`config.mk`:
```
export PLATFORM = sky130hd
export DESIGN_NAME = tt_sweep_ctrl_flat
export DESIGN_NICKNAME = d
export VERILOG_FILES = /design/src/rtl/tt_sweep_ctrl_if.sv /design/src/rtl/tt_sweep_ctrl.sv /design/src/flat_wrapper.sv
export SDC_FILE = /design/constraint.sdc
export NUM_CORES = 1
export LEC_CHECK = 0
export ABC_AREA = 1
export CAP_MARGIN = 25
export CELL_PAD_IN_SITES_DETAIL_PLACEMENT = 1
export CELL_PAD_IN_SITES_GLOBAL_PLACEMENT = 1
export CORE_MARGIN = 2
export CORE_UTILIZATION = 41
export DETAILED_ROUTE_END_ITERATION = 10
export GPL_TIMING_DRIVEN = 0
export PLACE_DENSITY_LB_ADDON = 0.1
export SLEW_MARGIN = 20
export SYNTH_ARGS = -nofsm -noshare
export SYNTH_HDL_FRONTEND = slang
export SYNTH_SLANG_ARGS = --single-unit
```
`constraint.sdc`:
```
create_clock -name clk -period 5.1 [get_ports clk]
set_input_delay 1.02 -clock clk [delete_from_list [all_inputs] [get_ports clk]]
set_output_delay 1.02 -clock clk [all_outputs]
set_load 0.01 [all_outputs]
```
`src/rtl/tt_sweep_ctrl_if.sv`:
```
// Host / logic-unit side signals of the truth-table sweep controller.
// The master side is the host plus the unit under control; the slave side is the controller.
interface tt_sweep_ctrl_if #(
  parameter int N_IN = 4
);
  localparam int DEPTH = 1 << N_IN;

  logic             start;
  logic             abort;
  logic [DEPTH-1:0] expected;
  logic             dut_y;
  logic [N_IN-1:0]  dut_in;
  logic             busy;
  logic             done;
  logic [DEPTH-1:0] table_out;
  logic [N_IN:0]    err_cnt;
  logic [N_IN-1:0]  fail_idx;
  logic             pass;

  modport master (
    output start, abort, expected, dut_y,
    input  dut_in, busy, done, table_out, err_cnt, fail_idx, pass
  );

  modport slave (
    input  start, abort, expected, dut_y,
    output dut_in, busy, done, table_out, err_cnt, fail_idx, pass
  );
endinterface

```
`src/rtl/tt_sweep_ctrl.sv`:
```
// Sweeps an N_IN-input logic unit through every input vector, captures its truth table and
// compares it with an expected table. Define TT_SWEEP_STOP_ON_ERR_EN to end the sweep at the first mismatch.
module tt_sweep_ctrl #(
  parameter int N_IN   = 4,
  parameter int SETTLE = 1
) (
  input logic            clk,
  input logic            rst_n,
  tt_sweep_ctrl_if.slave bus
);
  localparam int DEPTH = 1 << N_IN;
  localparam logic [3:0] SETTLE_RLD = 4'(SETTLE - 1);

  typedef enum logic [1:0] {IDLE, WAIT, SAMPLE, DONE} state_t;

  state_t           state;
  logic [DEPTH-1:0] exp_q;
  logic [N_IN-1:0]  idx;
  logic [3:0]       settle_cnt;
  logic [N_IN-1:0]  dut_in_q;
  logic             busy_q;
  logic             done_q;
  logic [DEPTH-1:0] table_q;
  logic [N_IN:0]    err_q;
  logic [N_IN-1:0]  fail_q;
  logic             pass_q;

  logic mismatch;
  logic finish;

  assign mismatch = (bus.dut_y != exp_q[idx]);

`ifdef TT_SWEEP_STOP_ON_ERR_EN
  assign finish = mismatch || (idx == '1);
`else
  assign finish = (idx == '1);
`endif

  // NOTE: all state below uses non-blocking assignments so every register updates from pre-edge values.
  always_ff @(posedge clk or negedge rst_n) begin
    if (!rst_n) begin
      state      <= IDLE;
      exp_q      <= '0;
      idx        <= '0;
      settle_cnt <= '0;
      dut_in_q   <= '0;
      busy_q     <= 1'b0;
      done_q     <= 1'b0;
      table_q    <= '0;
      err_q      <= '0;
      fail_q     <= '0;
      pass_q     <= 1'b0;
    end else begin
      done_q <= 1'b0;
      case (state)
        IDLE: begin
          if (bus.start) begin
            exp_q      <= bus.expected;
            table_q    <= '0;
            err_q      <= '0;
            fail_q     <= '0;
            pass_q     <= 1'b0;
            idx        <= '0;
            dut_in_q   <= '0;
            settle_cnt <= SETTLE_RLD;
            busy_q     <= 1'b1;
            state      <= WAIT;
          end
        end

        WAIT: begin
          if (bus.abort) begin
            busy_q <= 1'b0;
            pass_q <= 1'b0;
            state  <= IDLE;
          end else if (settle_cnt == '0) begin
            state <= SAMPLE;
          end else begin
            settle_cnt <= settle_cnt - 1'b1;
          end
        end

        SAMPLE: begin
          // Abort wins over sampling, so the aborted vector leaves no trace in the results.
          if (bus.abort) begin
            busy_q <= 1'b0;
            pass_q <= 1'b0;
            state  <= IDLE;
          end else begin
            table_q[idx] <= bus.dut_y;
            if (mismatch) begin
              err_q <= err_q + 1'b1;
              if (err_q == '0) fail_q <= idx;
            end
            if (finish) begin
              done_q <= 1'b1;
              state  <= DONE;
            end else begin
              idx        <= idx + 1'b1;
              dut_in_q   <= idx + 1'b1;
              settle_cnt <= SETTLE_RLD;
              state      <= WAIT;
            end
          end
        end

        DONE: begin
          pass_q <= (err_q == '0);
          busy_q <= 1'b0;
          state  <= IDLE;
        end

        default: state <= IDLE;
      endcase
    end
  end

  assign bus.dut_in    = dut_in_q;
  assign bus.busy      = busy_q;
  assign bus.done      = done_q;
  assign bus.table_out = table_q;
  assign bus.err_cnt   = err_q;
  assign bus.fail_idx  = fail_q;
  assign bus.pass      = pass_q;
endmodule

```
`src/flat_wrapper.sv`:
```
// flat-port wrapper written by rule: the top's interface ports become plain ports
module tt_sweep_ctrl_flat 
#(
  parameter int N_IN   = 4,
  parameter int SETTLE = 1
)
  (clk, rst_n, bus_start, bus_abort, bus_expected, bus_dut_y, bus_dut_in, bus_busy, bus_done, bus_table_out, bus_err_cnt, bus_fail_idx, bus_pass);
  tt_sweep_ctrl_if #(.N_IN(N_IN)) bus_i ();
  input logic clk;
  input logic rst_n;
  input wire logic [$bits(bus_i.start)-1:0] bus_start;
  input wire logic [$bits(bus_i.abort)-1:0] bus_abort;
  input wire logic [$bits(bus_i.expected)-1:0] bus_expected;
  input wire logic [$bits(bus_i.dut_y)-1:0] bus_dut_y;
  output wire logic [$bits(bus_i.dut_in)-1:0] bus_dut_in;
  output wire logic [$bits(bus_i.busy)-1:0] bus_busy;
  output wire logic [$bits(bus_i.done)-1:0] bus_done;
  output wire logic [$bits(bus_i.table_out)-1:0] bus_table_out;
  output wire logic [$bits(bus_i.err_cnt)-1:0] bus_err_cnt;
  output wire logic [$bits(bus_i.fail_idx)-1:0] bus_fail_idx;
  output wire logic [$bits(bus_i.pass)-1:0] bus_pass;
  assign bus_i.start = bus_start;
  assign bus_i.abort = bus_abort;
  assign bus_i.expected = bus_expected;
  assign bus_i.dut_y = bus_dut_y;
  assign bus_dut_in = bus_i.dut_in;
  assign bus_busy = bus_i.busy;
  assign bus_done = bus_i.done;
  assign bus_table_out = bus_i.table_out;
  assign bus_err_cnt = bus_i.err_cnt;
  assign bus_fail_idx = bus_i.fail_idx;
  assign bus_pass = bus_i.pass;
  tt_sweep_ctrl #(.N_IN(N_IN), .SETTLE(SETTLE)) u_core (.clk(clk), .rst_n(rst_n), .bus(bus_i));
endmodule
```
# == Yosys cells after proc, flatten, opt, wreduce, memory -nomap -nowiden ==
# Cells that the tools add are included.
# word_totals
out_inout_bits,32
register_bits,54
in_bits,21
# op_classes
n_reduce_logical,15
add_sub_neg,3
eq_ne,14
mux,39
magnitude_cmp,2
# op_table
operator,count
4-bit 2-to-1 mux,10
16-bit 2-to-1 mux,2
16-bit one-hot mux with 2 select lines,1
16-bit bitwise mux,1
4-bit one-hot mux with 2 select lines,2
5-bit 2-to-1 mux,3
4-bit one-hot mux with 3 select lines,1
2-bit 2-to-1 mux,5
2-bit != test (second input constant),5
5-bit one-hot mux with 2 select lines,1
1-bit 2-to-1 mux,8
2-bit one-hot mux with 4 select lines,1
4-bit AND reduction,2
2-bit by 1-bit != test with 1-bit output (second input constant),3
1-bit one-hot mux with 3 select lines,2
2-bit AND reduction,3
6-bit AND reduction,1
5-bit by 1-bit adder with 5-bit output (second input constant),1
5-bit logical NOT,1
4-bit by 5-bit less-than comparator with 1-bit output (second input constant),1
5-bit AND reduction,1
4-bit by 1-bit adder with 4-bit output (second input constant),1
1-bit binary-select mux with 4-bit select,1
1-bit demux with 4-bit select,1
other kinds (14),15

# == Logic depth before layout (Yosys ltp) ==
# Gate-level depths: netlist of run 1.
# logic_depth
word_depth,7
depth_mapped,14
depth_no_buf,13

# == Worst setup path after synthesis of run 1 ==
# No wires, ideal clock.
# synth_path
path_kind,input to register
start,input bus_start
end,register u_core.settle_cnt[3]
path_slack_ns,3.096
cell_stages,9
arrival_time_ns,1.879
cell_sequence,nor2_1 > inv_2 > nand2_2 > a21oi_4 > nand2_2 > nor2_4 > nor2_4 > nor3_1 > nor3b_2
# synth_between
elab_chain_len,2
# synth_rtl
element,line_no,text
start: declaration,flat_wrapper.sv:11,input wire logic [$bits(bus_i.start)-1:0] bus_start;
2-bit != test (no line),-,
6-bit AND reduction (no line),-,
end signal: assignment,tt_sweep_ctrl.sv:79,settle_cnt <= settle_cnt - 1'b1;
end: declaration,tt_sweep_ctrl.sv:19,logic [3:0] settle_cnt;
# No other way between the ends.
# A chain may end at the register's enable or synchronous reset.

# == Worst setup path after layout of run 1 ==
# layout_path
start,"register u_core.dut_in_q[1], in the netlist u_core.bus.dut_in[1]"
end,output bus_dut_in[1]
# layout_lines
element,line_no,text
start: declaration,tt_sweep_ctrl.sv:20,logic [N_IN-1:0] dut_in_q;
start signal: assignment,tt_sweep_ctrl.sv:100,dut_in_q <= idx + 1'b1;
end: declaration,flat_wrapper.sv:15,output wire logic [$bits(bus_i.dut_in)-1:0] bus_dut_in;
# No word-level cell between the ends.

==> flow_metrics.env, run 1 <==
export IMPL_status="complete, no violations"
export IMPL_cp_num_buf_inv=1
export IMPL_layout_common_cells="98 x nand2_1, 54 x dfrtp_1, 51 x inv_1, 51 x clkdlybuf4s50_1, 31 x nand3_1"
export IMPL_final_period_utilization=0.500
export IMPL_mostFrequentLayoutCell="nand2_1"
export IMPL_drive_gt1_frac=0.0950
export IMPL_p_int_mw=0.949
export IMPL_routed_via_density=4.90
export IMPL_final_max_slew_viol_count=0
export IMPL_antenna_left=0
export IMPL_gp_congestion=0.778
export IMPL_slew_headroom=0.538
export IMPL_diodes=0
export IMPL_syn_area_per_cell_um2=8.04
export IMPL_power_net_switching_mw=0.724
export IMPL_grtUsageTotal=0.209
export IMPL_p_sw_frac=0.433
export IMPL_drc=0
export IMPL_die_h_um=88.1
export IMPL_skew_ns=0.0138
export IMPL_final_nets=454
export IMPL_clk_root_buffer_cell="clkbuf_8"
export IMPL_min_path_type="register to register"
export IMPL_fmax_mhz=393
export IMPL_power_frac_seq=0.344
export IMPL_cts_sinks=54
export IMPL_ys_seq_elements=54
export IMPL_final_setup_viol_count=0
export IMPL_cts_setup_buffers=0
export IMPL_wl_mm=7.50
export IMPL_fin_crit_ns=2.55
export IMPL_finalSetupTns_ns=0
export IMPL_crit_arrival_ns=1.53
export IMPL_synth_top_area_cell="dfrtp_1"
export IMPL_ys_seq_area_frac=0.466
export IMPL_syn_nets=395
export IMPL_grt_max_degree=55
export IMPL_cpMaxStageDelayCell="clkdlybuf4s50_1"
export IMPL_yosys_warnings=0
export IMPL_cp_end_kind="primary output"
export IMPL_max_slew_worst_pin_slew_ns=0.692
export IMPL_overflow=0
export IMPL_required_ns=4.08
export IMPL_crit_family="buffers and inverters"
export IMPL_hold_viol=0
export IMPL_worstPathMaxFanout=10
export IMPL_rsz0062_at_grt="false"
export IMPL_htree_num_levels=2
export IMPL_synthesis_area_mm2=0.00290
export IMPL_io_pins=53
export IMPL_clk_latency_ns=0.32
export IMPL_clk_pin_slew_ns=0.10
export IMPL_synth_top_area_frac=0.466
export IMPL_hold_buffers=0
export IMPL_p_leak_nw=1.75
export IMPL_wl_per_cell_um=14.5
export IMPL_firstDrtPassIters=4
export IMPL_hold_ws_ns=0.491
export IMPL_maxCapViolations=0
export IMPL_clkPwrFrac=0.175
export IMPL_start_kind="register"
export IMPL_irDropWorstVdd_v=0.000203
export IMPL_post_dp_cell_area_mm2=0.00354
export IMPL_fill_cells=872
export IMPL_crit_path_cell_trace="clkdlybuf4s50_1"
export IMPL_dieWidth_um=88.1
export IMPL_p_comb_frac=0.481
export IMPL_cts_tree="yes"
export IMPL_core_mm2=0.00683
export IMPL_clock_path_buffers=2
export IMPL_crit_type="register to primary output"
export IMPL_cts_made_buffers=5
export IMPL_synth_area_leaders="dfrtp_1 47%, nand2_1 13%, inv_1 6.6%"
export IMPL_antenna_found_initial=0
export IMPL_drtIter0Drc=60
export IMPL_dieArea_mm2=0.00777
export IMPL_cp_slowest_stage_delay_ns=0.62
export IMPL_synth_cell_types=31
export IMPL_syn2layout_area_growth_pct=25.7
export IMPL_fp_row_count=30
export IMPL_syn_inst=361
export IMPL_grt_pass1_wl_mm=12.8
export IMPL_grt_pass1_vias=2645
export IMPL_post_cts_resized=0
export IMPL_final_area_mm2=0.00365
export IMPL_num_vias=2535
export IMPL_dpl_hpwl_mm=5.65
export IMPL_p_per_area_mw_per_mm2=459
export IMPL_port_buffers=52
export IMPL_initial_core_util=0.425
[stage by stage]
stage / std cells / utilization / power, mW / setup slack [ns]
floorplan: 361 / - / 1.15 / 3.10
CTS: 517 / 0.534 / 1.69 / 2.54
global placement: 509 / 0.518 / 1.36 / 1.26
finish: 517 / 0.534 / 1.67 / 2.55
global route: 517 / 0.534 / 1.82 / 2.49
detailed placement: 509 / 0.518 / 1.40 / 2.32
[power by group through the flow]
stage,logic [mW],registers (mW),clock network [mW]
after floorplan,0.568,0.582,0
after global placement,0.777,0.580,0
after detailed placement,0.811,0.585,0
after CTS,0.817,0.576,0.295
after global routing,0.918,0.587,0.313
final,0.806,0.576,0.292
[registers in the layout (all words and copies together) (netlist names)]
register	flops
u_core.bus.table_out	16
u_core.exp_q	16
u_core.bus.err_cnt	5
u_core.bus.dut_in	4
u_core.bus.fail_idx	4
u_core.settle_cnt	4
u_core.state	2
u_core.bus.busy	1
u_core.bus.done	1
u_core.bus.pass	1
[final cells by class]
type,instances,area [µm²],area share
sequential,54,1350,0.370
multi-input combinational,240,1280,0.352
timing repair buffer,52,518,0.142
inverter,57,216,0.0593
tap,96,120,0.0329
clock buffer,5,68.8,0.0189
buffer,10,48.8,0.0134
clock inverter,3,40.0,0.0110
[synth_stat cells (all sizes together)]
library cell	instances
dfrtp	54
nor2	24
nand2	106
inv	57
clkbuf	5
or2	1
a32o	1
nand3	33
o21ai	26
nor3	2
nor3b	2
buf	5
nor4	1
o31ai	1
a21oi	10
a31o	1
a22oi	1
xor2	3
o22ai	15
ha	13
[kinds of logic (layout without fill, tap and decap cells)]
| logic type | Yosys count | in the layout | synth area share |
|---|---|---|---|
| and+or+nand+nor | 169 | 169 | 0.266 |
| adders and majority gates | 13 | 13 | 0.0561 |
| DFF | 54 | 54 | 0.466 |
| xor gates and xnor gates | 3 | 3 | 0.00906 |
| buffers and inverters | 67 | 127 | 0.0914 |
| AOI/OAI and AO/OA | 55 | 55 | 0.111 |
[layer usage]
metal | vias up | global-route usage | wire (µm)
met1 | 1224 | 0.275 | 3520
met2 | 41 | 0.371 | 3750
li1 | 1261 | - | -
met4 | 0 | 0.0537 | 77
met5 | - | 0 | 0
met3 | 9 | 0.0198 | 147
[final timing paths]
kind | start | endpoint | cells after the start | slack [ns]
max in group asynchronous | rst_n | u_core.bus.table_out[15]$_DFFE_PN0P_ | 1 | 3.90
min in group asynchronous | rst_n | u_core.bus.table_out[12]$_DFFE_PN0P_ | 1 | 0.74
min | u_core.bus.busy$_DFFE_PN0P_ | u_core.bus.busy$_DFFE_PN0P_ | 2 | 0.49
max reg2reg | u_core.state[0]$_DFFE_PN0P_ | u_core.bus.table_out[11]$_DFFE_PN0P_ | 8 | 3.00
max | u_core.bus.dut_in[1]$_DFFE_PN0P_ | bus_dut_in[1] | 1 | 2.55
min reg2reg | u_core.bus.busy$_DFFE_PN0P_ | u_core.bus.busy$_DFFE_PN0P_ | 2 | 0.49
Power figures use the tool's default switching activity.
==> run 2, diff against run 1 <==
- CORE_UTILIZATION: 41 -> 38
- clock period: 5.1 -> 2.47 ns (I/O delays scaled with it)
==> flow_metrics.env, run 2 (synthesized netlist as in run 1, its figures left out) <==
export IMPL_status="complete, no violations"
export IMPL_cts_setup_buffers=0
export IMPL_dpl_hpwl_mm=5.44
export IMPL_slew_headroom=0.548
export IMPL_wl_mm=7.26
export IMPL_hold_viol=0
export IMPL_antenna_found_initial=0
export IMPL_start_kind="register"
export IMPL_grtUsageTotal=0.184
export IMPL_clk_latency_ns=0.31
export IMPL_mostFrequentLayoutCell="nand2_1"
export IMPL_post_cts_resized=0
export IMPL_io_pins=53
export IMPL_grt_max_degree=55
export IMPL_final_nets=454
export IMPL_wl_per_cell_um=14.0
export IMPL_maxCapViolations=0
export IMPL_drive_gt1_frac=0.0950
export IMPL_htree_num_levels=2
export IMPL_port_buffers=52
export IMPL_crit_arrival_ns=2.30
export IMPL_dieWidth_um=91.4
export IMPL_syn2layout_area_growth_pct=27.0
export IMPL_max_slew_worst_pin_slew_ns=0.678
export IMPL_cts_made_buffers=5
export IMPL_clk_pin_slew_ns=0.10
export IMPL_dieArea_mm2=0.00835
export IMPL_routed_via_density=4.94
export IMPL_final_period_utilization=0.839
export IMPL_num_vias=2569
export IMPL_skew_ns=0.00588
export IMPL_clk_root_buffer_cell="clkbuf_8"
export IMPL_hold_ws_ns=0.218
export IMPL_die_h_um=91.4
export IMPL_finalSetupTns_ns=0
export IMPL_core_mm2=0.00733
export IMPL_final_setup_viol_count=0
export IMPL_utilization=0.503
export IMPL_final_max_slew_viol_count=0
export IMPL_p_per_area_mw_per_mm2=968
export IMPL_fmax_mhz=483
export IMPL_grt_pass1_wl_mm=12.7
export IMPL_cp_end_kind="register"
export IMPL_grt_pass1_vias=2690
export IMPL_required_ns=2.70
export IMPL_irDropWorstVdd_v=0.000368
export IMPL_clock_path_buffers=2
export IMPL_drtIter0Drc=111
export IMPL_min_path_type="input port to asynchronous set/reset pin"
export IMPL_layout_common_cells="98 x nand2_1, 54 x dfrtp_1, 51 x inv_1, 51 x clkdlybuf4s50_1, 31 x nand3_1"
export IMPL_cts_tree="yes"
export IMPL_rsz0062_at_grt="false"
export IMPL_gp_congestion=0.791
export IMPL_cts_sinks=54
export IMPL_fin_crit_ns=2.07
export IMPL_diodes=0
export IMPL_drc=0
export IMPL_p_leak_nw=1.77
export IMPL_firstDrtPassIters=4
export IMPL_fill_cells=904
export IMPL_crit_type="register to register"
export IMPL_antenna_left=0
export IMPL_overflow=0
export IMPL_worstPathMaxFanout=10
export IMPL_fp_row_count=31
export IMPL_hold_buffers=0
export IMPL_initial_core_util=0.396
-- run 2: cell count changes in the layout (fill, tap and decap cells not counted), sizes merged --
| cell | change |
|---|---|
| clkinv | -2 |
| bufinv | +1 |
| clkbuf | +1 |
-- run 2: layout make-up --
cell class              count  area (µm²)  share of cell area
flip-flops and latches     54        1350               0.367
multi-input cells         240        1280               0.349
well taps                  99         124              0.0336
inverters                  57         216              0.0587
plain buffers              10        48.8              0.0132
clock buffers               6        82.6              0.0224
repair buffers             52         518               0.141
clock inverters             2        60.1              0.0163
-- run 2: power by group --
group | switching (mW) | internal, mW
clock network | 0.297 | 0.432
logic | 1.09 | 0.569
registers | 0.0912 | 1.09
-- run 2: worst paths after layout --
path / from / end / slack, ns / depth (start not counted)
setup / recovery: u_core.state[0]$_DFFE_PN0P_ / u_core.bus.table_out[10]$_DFFE_PN0P_ / 0.40 / 10
hold / removal: rst_n / u_core.bus.table_out[10]$_DFFE_PN0P_ / 0.22 / 1
setup reg to reg: u_core.state[0]$_DFFE_PN0P_ / u_core.bus.table_out[10]$_DFFE_PN0P_ / 0.40 / 10
hold reg to reg: u_core.bus.busy$_DFFE_PN0P_ / u_core.bus.busy$_DFFE_PN0P_ / 0.49 / 2
max in group asynchronous: rst_n / u_core.exp_q[2]$_DFFE_PN0P_ / 1.80 / 1
min in group clk: u_core.bus.busy$_DFFE_PN0P_ / u_core.bus.busy$_DFFE_PN0P_ / 0.49 / 2
-- run 2: worst max-delay path, cell delays in order (launching register included) --
cell     delay (ns)
dfrtp_1        0.39
inv_1          0.11
ha_1           0.24
inv_2          0.08
nor2_1         0.07
inv_2          0.09
nand2_2        0.07
a21oi_4        0.23
nand3_1        0.25
buf_2          0.26
o22ai_1        0.20
-- run 2: routing by layer --
metal  global-route usage  part of all wire  vias to the layer above  wire length, µm
met5                    0                 0                        -                0
met2                0.320              0.48                       58             3510
met4               0.0442             0.012                        0               86
li1                     -                 -                     1261                -
met3               0.0315             0.038                        8              275
met1                0.239              0.47                     1242             3390
-- run 2: through the flow --
stage | cells | total power, mW | setup WS [ns] | area (µm²)
3_5_place_dp | 512 | 2.87 | 0.190 | 3540
4_1_cts | 520 | 3.61 | 0.379 | 3690
3_3_place_gp | 512 | 2.81 | -0.824 | 3550
2_1_floorplan | 361 | 2.37 | 0.753 | 2900
5_1_grt | 520 | 3.86 | 0.197 | 3690
6_report | 520 | 3.57 | 0.398 | 3690
==> run 3, diff against run 2 <==
- CORE_UTILIZATION: 38 -> 35
- clock period: 2.47 -> 1.9 ns (I/O delays scaled with it)
==> flow_metrics.env, run 3 (synthesized netlist as in run 1, its figures left out) <==
export IMPL_reg2reg_from="u_core.state[0]$_DFFE_PN0P_"
export IMPL_cts_made_buffers=5
export IMPL_min_path_type="input port to asynchronous set/reset pin"
export IMPL_port_buffers=52
export IMPL_cts_tree="yes"
export IMPL_crit_type="register to primary output"
export IMPL_clock_path_buffers=2
export IMPL_wl_mm=7.53
export IMPL_total_power_mw=4.89
export IMPL_layout_common_cells="97 x nand2_1, 52 x dfrtp_1, 51 x clkdlybuf4s50_1"
export IMPL_multi_input_area_mm2=0.00137
export IMPL_fp_row_count=33
export IMPL_skew_ns=0.00711
export IMPL_slew_headroom=0.525
export IMPL_overflow=0
export IMPL_r2r_end="u_core.settle_cnt[3]$_DFFE_PN0P_"
export IMPL_firstDrtPassIters=4
export IMPL_seq_area_mm2=0.00135
export IMPL_drive_gt1_frac=0.162
export IMPL_utilization=0.474
export IMPL_worstPathMaxFanout=7
export IMPL_clk_root_buffer_cell="clkbuf_8"
export IMPL_post_place_cells=518
export IMPL_final_nets=465
export IMPL_routed_via_density=4.80
export IMPL_htree_num_levels=2
export IMPL_grt_pass1_wl_mm=12.4
export IMPL_fin_crit_ns=1.81
export IMPL_dieWidth_um=95.1
export IMPL_antenna_found_initial=0
export IMPL_status="complete, no violations"
export IMPL_start_kind="register"
export IMPL_dieArea_mm2=0.00903
export IMPL_die_h_um=95.1
export IMPL_reg2reg_depth=10
export IMPL_fmax_mhz=552
export IMPL_hold_buffers=0
export IMPL_io_pins=53
export IMPL_cp_slowest_stage_delay_ns=0.60
export IMPL_drc=0
export IMPL_p_leak_nw=1.82
export IMPL_final_setup_viol_count=0
export IMPL_grtUsageTotal=0.176
export IMPL_clk_latency_ns=0.31
export IMPL_clk_pin_slew_ns=0.10
export IMPL_gp_congestion=0.776
export IMPL_mostFrequentLayoutCell="nand2_1"
export IMPL_hold_viol=0
export IMPL_crit_family="buffers and inverters"
export IMPL_cp_num_buf_inv=1
export IMPL_irDropWorstVdd_v=0.000394
export IMPL_finalNonFillerCells=537
export IMPL_core_mm2=0.00813
export IMPL_regToRegSetupSlack_ns=0.12
export IMPL_cts_sinks=54
export IMPL_maxCapViolations=0
export IMPL_final_max_slew_viol_count=0
export IMPL_drtIter0Drc=63
export IMPL_dpl_hpwl_mm=5.39
export IMPL_num_vias=2577
export IMPL_wl_per_cell_um=14.0
export IMPL_hold_ws_ns=0.110
export IMPL_grt_pass1_vias=2665
export IMPL_fill_cells=1007
export IMPL_antenna_left=0
export IMPL_diodes=0
export IMPL_p_per_area_mw_per_mm2=1270
export IMPL_cpMaxStageDelayCell="clkdlybuf4s50_1"
export IMPL_crit_arrival_ns=1.43
export IMPL_syn2layout_area_growth_pct=32.9
export IMPL_initial_core_util=0.357
export IMPL_crit_path_cell_trace="clkdlybuf4s50_1"
export IMPL_cp_end_kind="primary output"
export IMPL_max_slew_worst_pin_slew_ns=0.713
export IMPL_required_ns=1.52
export IMPL_grt_max_degree=55
export IMPL_final_period_utilization=0.953
==> run 3: per-layer routing <==
layer / vias to the layer above / share of wire / wire [µm] / GRT usage
met5: - / 0 / 0 / 0
met4: 0 / 0.010 / 78 / 0.0471
met3: 7 / 0.030 / 227 / 0.0300
met2: 40 / 0.48 / 3630 / 0.297
met1: 1242 / 0.48 / 3590 / 0.235
li1: 1288 / - / - / -
==> run 3: cell type report <==
type / count / share of cell area
inverters: 57 / 0.0568
flip-flops and latches: 54 / 0.351
plain buffers: 10 / 0.0153
well taps: 105 / 0.0341
repair buffers: 62 / 0.158
multi-input cells: 241 / 0.356
clock buffers: 8 / 0.0286
==> run 3: how the worst max path moves through the flow <==
stage                                      from                                   to  slack [ns]  cells after the start
2_1_floorplan       u_core.state[0]$_DFFE_PN0P_     u_core.settle_cnt[3]$_DFFE_PN0P_        0.18                     12
3_3_place_gp                              rst_n     u_core.settle_cnt[2]$_DFFE_PN0P_       -1.36                      1
3_5_place_dp                          bus_start  u_core.bus.table_out[3]$_DFFE_PN0P_       -0.27                      8
4_1_cts             u_core.state[0]$_DFFE_PN0P_     u_core.settle_cnt[3]$_DFFE_PN0P_        0.02                      9
5_1_grt             u_core.state[0]$_DFFE_PN0P_     u_core.settle_cnt[3]$_DFFE_PN0P_       -0.02                     10
6_report       u_core.bus.dut_in[2]$_DFFE_PN0P_                        bus_dut_in[2]        0.09                      1
==> run 3: where the power goes <==
| part | leakage (nW) | total (mW) | internal, mW | switching [mW] |
|---|---|---|---|---|
| Combinational | 1.05 | 2.60 | 1.02 | 1.58 |
| Sequential | 0.714 | 1.54 | 1.42 | 0.117 |
| Clock | 0.0575 | 0.757 | 0.369 | 0.387 |
==> run 3: metrics by stage <==
stage	area [µm²]	setup TNS, ns	worst slack, ns
2_1_floorplan	2900	0	0.183
3_3_place_gp	3550	-76.07	-1.36
3_5_place_dp	3550	-4.13	-0.266
4_1_cts	3780	0	0.0168
5_1_grt	3850	-0.0156	-0.0156
6_report	3850	0	0.0885
==> run 3: timing repair <==
action | in CTS | in global routing
pin swaps | 2 | 1
setup endpoints to repair | 23 | 32
gates resized for setup | 14 | 16
gates cloned | 1 | 0
setup buffers | 9 | 1
